**src/rtl/shift_pkg.sv**
```systemverilog
// Shared types and defaults for the serial-to-parallel frame path.
package shift_pkg;

    localparam int unsigned DEFAULT_WIDTH = 256;

    typedef enum logic [0:0] {
        FILLING = 1'b0,
        FULL    = 1'b1
    } fill_state_e;

endpackage

```
**src/rtl/frame_holding_reg.sv**
```systemverilog
// Output stage: holds one completed frame until the consumer takes it.
module frame_holding_reg #(
    parameter int unsigned WIDTH = shift_pkg::DEFAULT_WIDTH
) (
    input  logic             clk,
    input  logic             reset,
    input  logic             load,
    input  logic [WIDTH-1:0] load_data,
    input  logic             p_ready,
    output logic [WIDTH-1:0] p_out,
    output logic             p_valid
);

    logic [WIDTH-1:0] p_out_q;
    logic [WIDTH-1:0] p_out_d;
    logic             p_valid_q;
    logic             p_valid_d;

    // A load always wins; otherwise a handshake empties the stage.
    always_comb begin
        p_out_d   = p_out_q;
        p_valid_d = p_valid_q;
        if (load) begin
            p_out_d   = load_data;
            p_valid_d = 1'b1;
        end else if (p_valid_q && p_ready) begin
            p_valid_d = 1'b0;
        end
    end

    always_ff @(posedge clk) begin
        if (reset) begin
            p_out_q   <= '0;
            p_valid_q <= 1'b0;
        end else begin
            p_out_q   <= p_out_d;
            p_valid_q <= p_valid_d;
        end
    end

    assign p_out   = p_out_q;
    assign p_valid = p_valid_q;

endmodule

```
**src/rtl/frame_deserializer.sv**
```systemverilog
// Serial-to-parallel frame assembler with a one-frame output buffer,
// backpressure via s_ready and a sticky overrun flag.
module frame_deserializer
    import shift_pkg::*;
#(
    parameter int unsigned WIDTH     = DEFAULT_WIDTH,
    parameter int unsigned MSB_FIRST = 1
) (
    input  logic                       clk,
    input  logic                       reset,
    input  logic                       shift,
    input  logic                       s_in,
    output logic                       s_ready,
    input  logic                       clear,
    output logic [WIDTH-1:0]           p_out,
    output logic                       p_valid,
    input  logic                       p_ready,
    output logic [$clog2(WIDTH+1)-1:0] bit_count,
    output logic                       overrun
);

    localparam int unsigned CW = $clog2(WIDTH + 1);

    fill_state_e      state_q;
    fill_state_e      state_d;
    logic [WIDTH-1:0] sr_q;
    logic [WIDTH-1:0] sr_d;
    logic [CW-1:0]    cnt_q;
    logic [CW-1:0]    cnt_d;
    logic             overrun_q;
    logic             overrun_d;

    logic [WIDTH-1:0] sr_shift;
    logic             hold_free;
    logic             load;
    logic [WIDTH-1:0] load_data;

    always_comb begin
        if (MSB_FIRST != 0) begin
            sr_shift = {sr_q[WIDTH-2:0], s_in};
        end else begin
            sr_shift = {s_in, sr_q[WIDTH-1:1]};
        end
    end

    // Output stage can accept a frame this cycle if empty or being drained.
    assign hold_free = !p_valid || p_ready;

    always_comb begin
        state_d   = state_q;
        sr_d      = sr_q;
        cnt_d     = cnt_q;
        overrun_d = overrun_q;
        load      = 1'b0;
        load_data = sr_q;

        if (clear) begin
            state_d   = FILLING;
            sr_d      = '0;
            cnt_d     = '0;
            overrun_d = 1'b0;
        end else begin
            unique case (state_q)
                FILLING: begin
                    if (shift) begin
                        sr_d = sr_shift;
                        if (cnt_q == CW'(WIDTH - 1)) begin
                            if (hold_free) begin
                                load      = 1'b1;
                                load_data = sr_shift;
                                cnt_d     = '0;
                            end else begin
                                cnt_d   = CW'(WIDTH);
                                state_d = FULL;
                            end
                        end else begin
                            cnt_d = cnt_q + CW'(1);
                        end
                    end
                end
                FULL: begin
                    if (shift) begin
                        overrun_d = 1'b1;
                    end
                    // Refill the output stage in the same cycle it drains.
                    if (p_valid && p_ready) begin
                        load      = 1'b1;
                        load_data = sr_q;
                        cnt_d     = '0;
                        state_d   = FILLING;
                    end
                end
                default: state_d = FILLING;
            endcase
        end
    end

    always_ff @(posedge clk) begin
        if (reset) begin
            state_q   <= FILLING;
            sr_q      <= '0;
            cnt_q     <= '0;
            overrun_q <= 1'b0;
        end else begin
            state_q   <= state_d;
            sr_q      <= sr_d;
            cnt_q     <= cnt_d;
            overrun_q <= overrun_d;
        end
    end

    frame_holding_reg #(
        .WIDTH(WIDTH)
    ) u_hold (
        .clk      (clk),
        .reset    (reset),
        .load     (load),
        .load_data(load_data),
        .p_ready  (p_ready),
        .p_out    (p_out),
        .p_valid  (p_valid)
    );

    assign s_ready   = (state_q == FILLING);
    assign bit_count = cnt_q;
    assign overrun   = overrun_q;

endmodule
```
**config.mk**
```make
export PLATFORM = sky130hd
export DESIGN_NAME = frame_deserializer
export DESIGN_NICKNAME = d
export VERILOG_FILES = /design/src/rtl/shift_pkg.sv /design/src/rtl/frame_holding_reg.sv /design/src/rtl/frame_deserializer.sv
export SDC_FILE = /design/constraint.sdc
export NUM_CORES = 1
export LEC_CHECK = 0
export CAP_MARGIN = 0
export CELL_PAD_IN_SITES_DETAIL_PLACEMENT = 1
export CELL_PAD_IN_SITES_GLOBAL_PLACEMENT = 2
export CORE_ASPECT_RATIO = 1.1
export CORE_MARGIN = 4
export CORE_UTILIZATION = 35
export CTS_CLUSTER_DIAMETER = 50
export DETAILED_ROUTE_END_ITERATION = 7
export GPL_TIMING_DRIVEN = 0
export PLACE_DENSITY = 0.89
export SLEW_MARGIN = 20
export SYNTH_ARGS = -nofsm -noshare
export SYNTH_HDL_FRONTEND = slang
export SYNTH_SLANG_ARGS = --single-unit
```
**constraint.sdc**
```tcl
create_clock -name clk -period 2.3 [get_ports clk]
set_clock_uncertainty 0.05 [all_clocks]
set_input_delay 0.46 -clock clk [delete_from_list [all_inputs] [get_ports clk]]
set_output_delay 0.46 -clock clk [all_outputs]
set_load 0.02 [all_outputs]
```
==> impl_metrics.toml, run 1 <==
[yosys]
synth_cell_types = 37
synth_area_per_cell_um2 = 9.38
synth-seq-area-share = 0.475
synth_warnings = 0
syn_nets = 2360
synth_area_um2 = 22100
synth_seq_cells = 524
synthXorXnorAreaFrac = 0
synth-compound-area-share = 0.203
muxShareOfSynthArea = 0.117
synth-simple-area-share = 0.154
synth-adder-area-share = 0.000567
syn_inst = 2353
synth_top_family_by_area = "compound AO/OA/AOI/OAI gates"

[global_route]
grt_antenna_before_repair = 0
grt_pass1_vias = 19700
grt_max_degree = 14
grt_pass1_wl_mm = 110
track_usage = 0.200
gr-total-overflow = 0

[sta]
rsz0062_at_grt = "false"
min_period_over_period = 0.979
worst_pin_slew_ps = 869
timing.final.hold_violations = 0
slew-limit-headroom = 0.421
slew_viol_final = 0
period_minus_slack_ps = 2250
setup_tns_ps = 0
fmax_mhz = 444
setup_viol = 0

[drt]
drtIter0Drc = 559
dr.pass1.iters = 5
drc = 0
via_per_inst = 5.19
wl_mm = 68.7
num_vias = 18600
final_antenna_net_count = 0
post_drt_wl_per_cell_um = 19.2

[power_and_ir_drop]
vdd_drop_max_mv = 0.598
p_leak_nw = 10.4
power_density_nw_per_um2 = 719

[clocking]
postCtsSetupBuffers = 0
path_clk_slew_ps = 60
root_buffer = "clkbuf_16"
cts_buffers = 66
clock-sinks = 524
cts_tree = "done"
cts_max_level = 3
cts_buffer_depth = 3
clock_latency_ps = 590
postCtsHoldBufs = 0

[setup_path]
start_kind = "flop"
cp.arrival_ps = 1740
r2r_slack_ps = 120
crit_cells = 1
crit_path_end_kind = "output port"
cp_top_family = "buffers and inverters"
crit_path_cell_trace = "clkdlybuf4s50_1"
critPathSlowestCell = "clkdlybuf4s50_1"
required_ps = 1790
critPathBufInv = 1
reg2reg_depth = 8
path_class = "flop to output port"
cp_max_fo = 5
cp_slowest_stage_delay_ps = 700

[floorplanning]
initial_utilization = 0.353
rows = 96
die_h_um = 271
design.die.area_um2 = 67200
die_x_um = 247
core_area_um2 = 62500
ioPinCount = 274

[layout]
drive_above_1_share = 0.168
nFillCells = 7084
area_delta_synth_final_pct = 28.1
finalNetCount = 2698
final_common_cell = "dfxtp_1"
multi_input_area_um2 = 10500
layout.cells.non_filler = 3575
final_cell_mix = "dfxtp_1 (521), nand2_1 (515), clkdlybuf4s50_1 (268)"
seq_area_um2 = 10500
finalInstanceArea_um2 = 28300
antenna_cells = 0

[min_path]
hold_class = "flop to flop"
min_path_cells = 2

[placement]
dp.cells = 3458
io_buffers = 272
placed_area_um2 = 25800
gp_congestion = 0.770
place_hpwl_mm = 49.3

[run_status]
outcome = "complete, no violations"

[job]
cap_violations = 0
synth_stat cells:
cell | count | share of area
a211oi_1 | 27 | 0.0092
a211oi_2 | 230 | 0.13
a21boi_0 | 1 | 0.00034
a21oi_1 | 263 | 0.060
a22oi_1 | 1 | 0.00034
a311oi_1 | 1 | 0.00040
a31oi_1 | 3 | 0.00085
a32o_1 | 1 | 0.00045
and2_1 | 1 | 0.00028
and3b_1 | 1 | 0.00040
and4_1 | 1 | 0.00040
buf_1 | 12 | 0.0020
buf_2 | 27 | 0.0061
buf_6 | 26 | 0.013
clkbuf_1 | 168 | 0.029
dfxtp_1 | 524 | 0.48
ha_1 | 1 | 0.00057
inv_1 | 2 | 0.00034
mux2i_1 | 257 | 0.12
nand2_1 | 515 | 0.088
nand2b_1 | 3 | 0.00085
nand3_1 | 6 | 0.0014
nand3b_1 | 1 | 0.00034
nand4_1 | 2 | 0.00057
nand4_2 | 1 | 0.00057
nor2_1 | 7 | 0.0012
nor2b_1 | 1 | 0.00028
nor3_1 | 257 | 0.058
nor3b_1 | 1 | 0.00034
nor4_1 | 1 | 0.00028
o2111ai_1 | 1 | 0.00040
o21ai_0 | 5 | 0.0011
o31a_1 | 1 | 0.00040
or2_0 | 1 | 0.00028
or2_1 | 1 | 0.00028
or2_2 | 1 | 0.00028
or4_1 | 1 | 0.00034
state kept, by name (all words and copies together), names as in the netlist:
name            flops
sr_q              256
u_hold.p_out      256
bit_count           9
overrun             1
state_q             1
u_hold.p_valid      1
per-layer routing:
metal / track usage / wire length, µm
met5: 0 / 0
met2: 0.361 / 35000
met4: 0.0515 / 1280
met3: 0.0545 / 4100
met1: 0.234 / 28300
power by group:
group          switching, mW  leakage [nW]  internal [mW]  total (mW)
Sequential           0.00266          4.22           9.08        9.08
Combinational          0.484          5.07         0.0818       0.566
Clock                   4.18          1.10           6.51        10.7
layout make-up:
cell class / count / share of cell area
Buffer: 231 / 0.0435
Clock inverter: 32 / 0.0146
Clock buffer: 87 / 0.0652
Tap cell: 833 / 0.0369
Inverter: 2 / 0.000266
Multi-Input combinational cell: 1594 / 0.372
Sequential cell: 524 / 0.371
Timing Repair Buffer: 272 / 0.0963
metrics by stage:
step                      hold slack (ps)  power [mW]  utilization  worst slack [ps]
after floorplan                       386        9.64            -               147
after global placement                393        9.83        0.414             -1060
after detailed placement              407        9.84        0.414             -1110
after CTS                             407        20.6        0.451              1.84
after global routing                  454        21.1        0.453              3.98
final                                 414        20.3        0.453              47.5
worst min-delay path, delay by kind of cell, from the launching register on:
family	cells	cell delay [ps]
AOI/OAI and AO/OA	1	60
DFF	1	310
and+or+nand+nor	1	50
what timing repair did:
action | CTS | global route
hold endpoints to repair | 0 | 0
endpoints found under the setup margin | 458 | 308
pin swaps | 0 | 1
resized for setup | 52 | 70
path summary, 6_finish.rpt:
path / startpoint / to
worst min-delay path: sr_q[255] / sr_q[255]
worst max-delay path: u_hold.p_valid / p_valid
worst max register to register: bit_count[1] / u_hold.p_out[143]
worst min register to register: sr_q[255] / sr_q[255]
cell families (layout without fill, tap and decap cells):
logic type,Yosys count,after routing
simple gates,802,802
flops,524,524
mux,257,257
compound gates,534,534
fa+ha+maj,1,1
buf+inv,235,624
Power figures use the tool's default switching activity.
==> run 2, diff against run 1 <==
Settings changed: CTS_CLUSTER_SIZE from default to 30, SETUP_SLACK_MARGIN from default to 0.3.
==> run 2 against run 1 <==
Net effect: sequential power about the same; sequential cell count unchanged; wire length increased by 6.7%; sequential share of layout area decreased by 1.8 points; combinational power increased by 7.2%; fmax about the same; die area unchanged; cell count increased by 0.64%; non-clock buffer count increased by 39; via count increased by 2.3%; largest cell class unchanged; highest routed layer unchanged.
==> impl_metrics.toml, run 2 (synthesis gave the netlist of run 1 again) <==
[layout]
finalNetCount = 2726
drive_above_1_share = 0.228
antenna_cells = 0
final_cell_mix = "dfxtp_1 (518), nand2_1 (515), a21oi_1 (263)"
final_util = 0.476
final_common_cell = "dfxtp_1"
area_delta_synth_final_pct = 34.6

[drt]
num_vias = 19000
post_drt_wl_per_cell_um = 20.4
via_per_inst = 5.27
drtIter0Drc = 644
final_antenna_net_count = 0
wl_mm = 73.3
dr.pass1.iters = 5
drc = 0

[clocking]
cts_buffer_depth = 3
postCtsHoldBufs = 0
clock-sinks = 524
root_buffer = "clkbuf_16"
cts_tree = "done"
cts_buffers = 55
path_clk_slew_ps = 70
cts_max_level = 2
clock_latency_ps = 620

[floorplanning]
ioPinCount = 274
die_x_um = 247
die_h_um = 271
design.die.area_um2 = 67200
initial_utilization = 0.353
rows = 96
core_area_um2 = 62500

[setup_path]
startpoint = "bit_count[1]"
cp_max_fo = 10
reg2reg_depth = 8
cp_slowest_stage_delay_ps = 380
cp.arrival_ps = 2650
path_class = "flop to flop"
start_kind = "flop"
r2r_slack_ps = 50
crit_path_cell_trace = "ha_4, nand3_4, or2_0, buf_4, clkbuf_4, clkbuf_2, nor3_1, a211oi_2"
required_ps = 2700
reg2reg_to = "u_hold.p_out[81]"
critPathSlowestCell = "dfxtp_4"
crit_path_end_kind = "flop"
reg2reg_from = "bit_count[1]"

[sta]
holdWs_ps = 257
rsz0062_at_grt = "true"
min_period_over_period = 0.980
setup_viol = 0
slew-limit-headroom = 0.398
timing.final.hold_violations = 0
period_minus_slack_ps = 2250
fmax_mhz = 444
worst_pin_slew_ps = 902
slew_viol_final = 0

[power_and_ir_drop]
vdd_drop_max_mv = 0.639
power_frac_seq = 0.478
pwr-share-comb = 0.032
power_density_nw_per_um2 = 639
p_leak_nw = 11.0
p_int_mw = 14.4
p_clk_frac = 0.491
swShare = 0.244
p_sw_mw = 4.63

[min_path]
hold_class = "input pin to flop"
min_path_cells = 3
whs_endpoint = "overrun"
hp-start = "shift"

[placement]
gp_congestion = 0.797
place_hpwl_mm = 49.1
io_buffers = 272

[run_status]
outcome = "complete, no violations"

[global_route]
grt_pass1_vias = 19500
gr-total-overflow = 0
track_usage = 0.199
grt_pass1_wl_mm = 110
grt_antenna_before_repair = 0
grt_max_degree = 16

[job]
cap_violations = 0
## run 2: changes by cell type in the layout (fill, tap and decap cells not counted), sizes merged, moves of 3 or more
cell | before | now
clkdlybuf4s50 | 268 | 259
buf | 54 | 86
dlygate4sd2 | 3 | 7
dlymetal6s2s | 1 | 6
clkinvlp | 5 | 8
clkinv | 12 | 15
clkbuf | 264 | 249
## run 2: routing by layer
metal / GRT usage / wire [µm] / vias up / share of wire
li1: - / - / 9051 / -
met1: 0.241 / 30300 / 9482 / 0.41
met2: 0.354 / 37400 / 332 / 0.51
met3: 0.0502 / 4080 / 110 / 0.056
met4: 0.0450 / 1610 / 0 / 0.022
met5: 0 / 0 / - / 0
## run 2: how the worst max path moves through the flow
stage                              endpoint
after floorplan            u_hold.p_out[16]
after global placement     u_hold.p_out[73]
after detailed placement  u_hold.p_out[103]
after CTS                 u_hold.p_out[118]
after global routing       u_hold.p_out[81]
final                      u_hold.p_out[81]
## run 2: area by class of cell
type	count	area (µm²)
fill	6905	32700
multi-input combinational	1594	11200
sequential	524	10500
timing repair buffer	309	3510
buffer	233	1580
clock buffer	65	1460
tap	833	1040
clock inverter	38	428
inverter	2	7.51
## run 2: per-stage QoR
stage          area, µm²  power [mW]  cells  setup TNS [ps]  setup slack, ps
2_1_floorplan      22100        9.63   2353               0              328
3_3_place_gp       25900        9.82   3458         -418410             -983
3_5_place_dp       25900        9.84   3458         -440920            -1050
4_1_cts            27900        19.2   3561               0             18.2
5_1_grt            29700        19.7   3598           -26.6            -26.6
6_report           29700        19.0   3598               0             46.0
## run 2: critical path: cells and delay by family (launching register included)
family	cells	cell delay [ps]
flip-flops	1	380
AO/OA/AOI/OAI	1	80
buffers and inverters	3	710
AND/OR/NAND/NOR	3	690
adder cells (fa/ha/maj)	1	160
## run 2: what timing repair did
item | 4_1_cts | 5_1_grt
buffers inserted | 0 | 8
endpoints found under the setup margin | 776 | 786
pin swaps | 0 | 8
gates cloned | 0 | 29
hold endpoints to repair | 0 | 0
gates resized for setup | 68 | 364
## run 2: power groups by stage
stage               combinational, mW  clock, mW  sequential, mW
floorplan                       0.355          0            9.28
global placement                0.543          0            9.28
finish                          0.607       9.32            9.07
detailed placement              0.562          0            9.28
CTS                             0.569       9.54            9.07
global route                    0.659       9.93            9.06
